===== src/rtl/uart_tx_feeder.sv =====
// rtl/uart_tx_feeder.sv - byte FIFO and request sequencer feeding the UART transmitter
//
// Buffers host bytes in a circular FIFO and hands them to the transmitter one
// frame at a time over a tx_req/tx_data pulse handshake, watching tx_busy.
// An optional idle gap, counted in bit-times (16 clk16 ticks each), is held
// between consecutive frames.
//
// Ports:
//   clk, rst        system clock, asynchronous active-high reset
//   wr_data, wr_en  host byte and enqueue strobe
//   full, empty     FIFO holds DEPTH / zero bytes
//   level           registered byte count
//   overflow        sticky dropped-write flag, cleared by clr_ovf
//   gap_cfg         idle bit-times between frames (0 = none)
//   clk16           16x-baud tick enable shared with the transmitter
//   tx_busy         transmitter is sending a frame
//   tx_req, tx_data one-cycle request pulse and the byte it carries

module uart_tx_feeder #(
   parameter int DEPTH  = 16,
   parameter int ACK_TO = 8
) (
   input  logic                   clk,
   input  logic                   rst,
   input  logic [7:0]             wr_data,
   input  logic                   wr_en,
   output logic                   full,
   output logic                   empty,
   output logic [$clog2(DEPTH):0] level,
   output logic                   overflow,
   input  logic                   clr_ovf,
   input  logic [3:0]             gap_cfg,
   input  logic                   clk16,
   input  logic                   tx_busy,
   output logic                   tx_req,
   output logic [7:0]             tx_data
);

   localparam int AW = $clog2(DEPTH);
   localparam int LW = AW + 1;
   localparam int CW = $clog2(ACK_TO + 1);

   typedef enum logic [1:0] {
      S_IDLE,
      S_ACK,
      S_BUSY,
      S_GAP
   } state_t;

   state_t          state_q, state_d;
   logic [AW-1:0]   wr_ptr_q, wr_ptr_d;
   logic [AW-1:0]   rd_ptr_q, rd_ptr_d;
   logic [LW-1:0]   level_q, level_d;
   logic            overflow_q, overflow_d;
   logic            tx_req_q, tx_req_d;
   logic [7:0]      tx_data_q, tx_data_d;
   logic [CW-1:0]   ack_cnt_q, ack_cnt_d;
   logic [7:0]      gap_cnt_q, gap_cnt_d;
   logic [7:0]      gap_target_q, gap_target_d;
   logic [7:0]      mem_q [DEPTH];

   logic            full_w;
   logic            empty_w;
   logic            push;
   logic            pop;

   assign full_w  = (level_q == LW'(DEPTH));
   assign empty_w = (level_q == '0);

   // A pop in the same cycle frees the slot, so a write at full still lands.
   assign push = wr_en && (!full_w || pop);

   // Sequencer: launches pop the head byte; everything after waits on the
   // transmitter and the optional gap.
   always_comb begin
      state_d      = state_q;
      tx_req_d     = 1'b0;
      tx_data_d    = tx_data_q;
      ack_cnt_d    = ack_cnt_q;
      gap_cnt_d    = gap_cnt_q;
      gap_target_d = gap_target_q;
      pop          = 1'b0;
      unique case (state_q)
         S_IDLE: begin
            if (!empty_w && !tx_busy) begin
               pop       = 1'b1;
               tx_data_d = mem_q[rd_ptr_q];
               tx_req_d  = 1'b1;
               ack_cnt_d = '0;
               state_d   = S_ACK;
            end
         end
         S_ACK: begin
            if (tx_busy) begin
               state_d = S_BUSY;
            end else if (ack_cnt_q == CW'(ACK_TO)) begin
               // No acknowledge: repeat the request for the same byte.
               tx_req_d  = 1'b1;
               ack_cnt_d = '0;
            end else begin
               ack_cnt_d = ack_cnt_q + CW'(1);
            end
         end
         S_BUSY: begin
            if (!tx_busy) begin
               if (gap_cfg == 4'd0) begin
                  state_d = S_IDLE;
               end else begin
                  // Latched so gap_cfg edits mid-gap cannot stretch or cut it.
                  gap_target_d = {gap_cfg, 4'b0000};
                  gap_cnt_d    = '0;
                  state_d      = S_GAP;
               end
            end
         end
         S_GAP: begin
            if (gap_cnt_q == gap_target_q) begin
               state_d = S_IDLE;
            end else if (clk16) begin
               gap_cnt_d = gap_cnt_q + 8'd1;
            end
         end
         default: state_d = S_IDLE;
      endcase
   end

   always_comb begin
      wr_ptr_d   = wr_ptr_q;
      rd_ptr_d   = rd_ptr_q;
      level_d    = level_q;
      overflow_d = overflow_q;
      if (push) begin
         wr_ptr_d = wr_ptr_q + AW'(1);
      end
      if (pop) begin
         rd_ptr_d = rd_ptr_q + AW'(1);
      end
      unique case ({push, pop})
         2'b10:   level_d = level_q + LW'(1);
         2'b01:   level_d = level_q - LW'(1);
         default: level_d = level_q;
      endcase
      // A dropped write outranks a simultaneous clear.
      if (wr_en && !push) begin
         overflow_d = 1'b1;
      end else if (clr_ovf) begin
         overflow_d = 1'b0;
      end
   end

   always_ff @(posedge clk or posedge rst) begin
      if (rst) begin
         state_q      <= S_IDLE;
         wr_ptr_q     <= '0;
         rd_ptr_q     <= '0;
         level_q      <= '0;
         overflow_q   <= 1'b0;
         tx_req_q     <= 1'b0;
         tx_data_q    <= 8'h00;
         ack_cnt_q    <= '0;
         gap_cnt_q    <= '0;
         gap_target_q <= '0;
      end else begin
         state_q      <= state_d;
         wr_ptr_q     <= wr_ptr_d;
         rd_ptr_q     <= rd_ptr_d;
         level_q      <= level_d;
         overflow_q   <= overflow_d;
         tx_req_q     <= tx_req_d;
         tx_data_q    <= tx_data_d;
         ack_cnt_q    <= ack_cnt_d;
         gap_cnt_q    <= gap_cnt_d;
         gap_target_q <= gap_target_d;
      end
   end

   // Storage needs no reset: the pointers and level define what is valid.
   always_ff @(posedge clk) begin
      if (push) begin
         mem_q[wr_ptr_q] <= wr_data;
      end
   end

   assign full     = full_w;
   assign empty    = empty_w;
   assign level    = level_q;
   assign overflow = overflow_q;
   assign tx_req   = tx_req_q;
   assign tx_data  = tx_data_q;

endmodule

===== config.mk =====
export PLATFORM = sky130hd
export DESIGN_NAME = uart_tx_feeder
export DESIGN_NICKNAME = d
export VERILOG_FILES = /design/src/rtl/uart_tx_feeder.sv
export SDC_FILE = /design/constraint.sdc
export NUM_CORES = 1
export LEC_CHECK = 0
export CAP_MARGIN = 30
export CORE_UTILIZATION = 50
export CTS_CLUSTER_SIZE = 25
export DETAILED_ROUTE_END_ITERATION = 16
export PLACE_DENSITY_LB_ADDON = 0.2
export SYNTH_ARGS = -nofsm -noshare
export SYNTH_HDL_FRONTEND = slang
export SYNTH_SLANG_ARGS = --single-unit

===== constraint.sdc =====
create_clock -name clk -period 5.4 [get_ports clk]
set_clock_uncertainty 0.15 [all_clocks]
set_input_delay 1.62 -clock clk [delete_from_list [all_inputs] [get_ports clk]]
set_output_delay 1.62 -clock clk [all_outputs]
set_load 0.03 [all_outputs]

### After elaboration in Yosys (flattened, before gate mapping)

Memory sizes are Yosys's and may differ from the RTL's. A register that Yosys moved wholly into a read port is not among the register bits.
Cells that the tools add are included.

* input bits: 18
* word-level logic and storage cells: 79
* memories kept: 1
* memory bits (writable): 128
* output and inout bits: 17
* register bits after elaboration: 33

* add/sub/neg operators: 6
* bitwise logic cells: 2
* equal/unequal tests: 16
* multiplexer cells: 25
* reductions and logical operators: 20

Memory list
* mem_q: words 16, bits a word 8, read ports 1, clocked after Yosys merged registers in 1, wr ports 1, line 60 `logic [7:0] mem_q [DEPTH];`

Operators by type and width (count)
* two-way mux 8 bit: 4
* inequality test 2 bit (second input constant): 8
* one-hot mux 8 bit (2 select lines): 1
* adder 4 x 1 -> 4 bit (second input constant): 3
* two-way mux 4 bit: 3
* two-way mux 2 bit: 5
* one-hot mux 5 bit (2 select lines): 1
* adder 8 x 1 -> 8 bit (second input constant): 1
* equality test 8 bit: 1
* two-way mux 1 bit: 8
* one-hot mux 2 bit (4 select lines): 1
* one-hot mux 4 bit (2 select lines): 1
* nonzero test 2 bit: 4
* equality test 2 bit (second input constant): 3
* AND reduction 3 bit: 2
* adder 5 x 1 -> 5 bit (second input constant): 1
* equality test 5 bit (second input constant): 1
* zero test 5 bit: 1
* AND reduction 5 bit: 1
* subtractor 5 x 1 -> 5 bit (second input constant): 1
* equality test 2 x 1 -> 1 bit (second input constant): 2
* equality test 4 bit (second input constant): 1
* zero test 1 bit: 4
* zero test 4 bit: 1
* 7 further kinds: 10

### Logic depth before layout (Yosys ltp)

* depth in word-level cells: 10
* depth in mapped cells: 9
* depth with buffers taken out: 8

### Worst setup path after synthesis

Ideal clock, no wire load.

* kind: register -> output
* start point: reg level_q[0], in the netlist level[0]
* end point: out full
* data arrival time: 1.702 ns
* cell stages (with the launch flop): 4
* required time: 3.630 ns
* buffers on the path: 1
* path slack: 1.928 ns
* cell sequence: dfrtp_1 or4_4 buf_6 nor2_1

* cells in the longest elaborated chain, start to end: 1

RTL lines
* from (decl): line 53 `logic [LW-1:0] level_q, level_d;`
* from (signal assigned): line 167 `level_q <= level_d;`
* equality test 5 bit: line 67 `assign full_w = (level_q == LW'(DEPTH));`
* to (decl): line 27 `output logic full,`

Every way passes these cells.

### Final worst setup path

Ends and elaborated chain as after synthesis.

==> metrics.md <==
| Metric | Value |
|---|---|
| Post-route cell area | `8350 sq um` |
| Worst Setup SP | `level[0]` |
| Port bufs | `34` |
| Setup crit end | `full` |
| Dpl cell area | `7730 sq um` |
| Synth area leader | `edfxtp_1` |
| Nets | `between 500 and 600` |
| Die Y-Extent | `122 microns` |
| Io pins | `35` |
| Gr ovfl total | `0` |
| Fmax | `between 200 and 250 MHz` |
| Yosys top cell area share | `around 53%` |
| Status | `finished, final reports clean` |
| CTS clk-pin slew, worst paths | `0.07 ns` |
| Post-CTS Hold Fix Bufs | `0` |
| GRT Total Usage | `20.7%` |
| Reg2reg start | `level[0]` |
| Reg-to-reg critical path endpoint | `level[4]` |
| Ant. Diodes | `0` |
| Period utilisation layout | `77.3%` |
| Final Hold Viols | `0` |
| Via density | `5.81` |
| Post-synth top cells | `128 x edfxtp_1, 41 x dfrtp_1, 34 x nand2_1` |
| Via count | `roughly 3.9k` |
| Post-route minimum period | `4.18 ns` |
| Dominant cells by area after synthesis | `edfxtp_1 53%, dfrtp_1 14%, mux4_2 10%` |
| Rel. slew slack | `43.2%` |
| Pleak | `2.98 nW` |
| Initial antenna violation count | `0` |
| MaxCap Viol Count | `0` |
| Starting Density | `51.5%` |
| Worst min-delay path class | `flop to flop` |
| Max rail drop VDD | `around 250 uV` |
| GPL Wtd Cong | `0.743` |
| Total CTS buffers | `17` |
| Synth warnings | `0` |
| Leading cell type by number of instances after synthesis | `edfxtp_1` |
| Largest net degree at the start of global routing | `42` |
| Mapped Nets | `472` |
| TNS Setup | `0 ns` |
| Worst hold start | `tx_data[2]` |
| Slew @ Worst Pin | `roughly 0.85 ns` |
| DRT Pass-1 Iters | `4` |
| # H-tree levels | `4` |
| Clk root buf | `clkbuf_16` |
| Clock Latency Late Sink | `between 0.4 and 0.5 ns` |
| Fraction of layout cells with a size suffix above 1 | `roughly 18%` |
| Post-synthesis register bit count | `approximately 170` |
| DP Wirelength | `9270 microns` |
| Critical Path Fanout Max | `7` |
| P&R area growth vs syn | `15.9%` |
| Count of cell types in the netlist | `54` |
| Critical path arrival | `2.41 ns` |
| Pwr Density | `roughly 530 nW/um^2` |
| Vias in the first global route | `3,900` |
| Num rows | `43` |
| Max clock buf depth | `2` |
| Die Width | `122 microns` |
| Ys async rst share | `24.3%` |
| Sequential share of the synthesized area | `67.6%` |
| FF-to-FF setup slack | `between 2 and 2.5 ns` |
| First-pass GRT wire length | `21,800 microns` |
| Core footprint | `14,000 sq um` |
| Final setup fails | `0` |
| Clock sink count | `~170` |
| Initial DRC Count | `262` |
| Worst setup EP type | `primary output` |
| Post-synthesis cell area | `7200 sq um` |
| Syn Area/Cell | `16.3 sq um` |
| PostCTS Resize Cnt | `0` |
| Fin. max-slew vios | `0` |
| DRT antenna net count | `0` |
| Die area | `14,900 sq um` |
| DRC Markers | `0` |
| Reg2reg path depth | `8` |
| Post-Route WL | `13,900 microns` |
| Post-synth EDFFs | `between 100 and 150` |
| Unrepaired setup endpoints after global routing | `false` |
| Mapped Cells | `441` |
| Setup repair bufs after CTS | `0` |
| Ys flop type | `edfxtp_1` |
| Critical path class | `flop to primary output` |
| CTS tree | `built` |
| Crit path launch type | `flop` |
| Wirelength per Cell | `20.5 microns` |
| CP required | `3.63 ns` |
==> where the power goes <==
group,switching [mW],internal [mW],total [mW],leakage (nW)
sequential,0.202,1.61,1.82,1.68
clock,0.515,0.752,1.27,0.303
combinational,0.713,0.627,1.34,1.00
==> layout make-up <==
class	count	area, sq um
Fill cell	1042	5640
Clock inverter	14	184
Tap cell	180	225
Inverter	19	71.3
Timing Repair Buffer	42	400
Sequential cell	169	4870
Clock buffer	18	439
Multi-Input combinational cell	233	2160
==> metal layers <==
layer | up-vias | global-route usage, % | part of all wire, %
met5 | - | 0 | 0
met1 | 2015 | 29.7 | 46
met4 | 0 | 7.18 | 1.2
met2 | 110 | 30.9 | 48
li1 | 1786 | - | -
met3 | 14 | 5.34 | 5.2
==> logic make-up (layout without fill, tap and decap cells) <==
group | Yosys count | count (layout) | synth area share [%]
DFF | 169 | 169 | 67.6
xor gates and xnor gates | 13 | 13 | 1.58
and+or+nand+nor | 94 | 94 | 6.74
buffers and inverters | 39 | 93 | 2.43
adders and majority gates | 13 | 13 | 2.36
AOI/OAI and AO/OA | 57 | 57 | 5.80
muxes | 56 | 56 | 13.5
==> cell usage in the layout, fill, tap and decap left out, types with 4 or more instances in the layout <==
cell type        Yosys  final
edfxtp_1           128    128
dfrtp_1             41     40
nand2_1             34     34
clkdlybuf4s50_1      0     34
mux4_2              32     32
inv_1               19     18
clkbuf_16            0     17
mux2i_1             16     16
o21ai_0             14     14
nor2_1              12     12
ha_1                12     12
xnor2_1             11     11
and2_1              10     10
a21oi_1              9      9
mux2_2               8      8
buf_4                4      8
nor4_1               6      6
nand3_1              6      6
a31oi_1              4      4
nor2b_1              4      4
a21o_1               4      4
nand4_1              4      4
==> through the flow <==
step / utilization, % / instances / hold slack, ns / power [mW] / setup WS [ns]
floorplan: - / 441 / 0.317 / 2.79 / 1.93
global placement: 55.2 / 643 / 0.319 / 3.17 / 1.08
detailed placement: 55.2 / 643 / 0.320 / 3.19 / 0.980
CTS: 59.7 / 675 / 0.335 / 4.47 / 1.18
global route: 59.7 / 675 / 0.380 / 4.65 / 1.12
finish: 59.7 / 675 / 0.333 / 4.42 / 1.22
==> registers in the layout, indices dropped and copies added, names as in the netlist <==
name          flops
gap_cnt_q         8
ack_cnt_q         4
wr_ptr_q          4
state_q           2
overflow          1
tx_data           8
gap_target_q      4
tx_req            1
mem_q           128
level             5
rd_ptr_q          4
==> worst min path at each step <==
stage                      endpoint  slack (ns)  cells after the start
finish                   tx_data[2]        0.33                      2
global placement         tx_data[5]        0.32                      2
floorplan           gap_target_q[4]        0.32                      2
CTS                      tx_data[2]        0.34                      2
global route        gap_target_q[6]        0.38                      2
detailed placement       tx_data[2]        0.32                      2
==> critical path, stage by stage, from the launching register on <==
cell and delay [ns]:
dfrtp_1 0.46, or4_4 0.65, nor2_1 0.18, clkdlybuf4s50_1 0.70
Note: power is estimated with default switching activity, not from simulation.
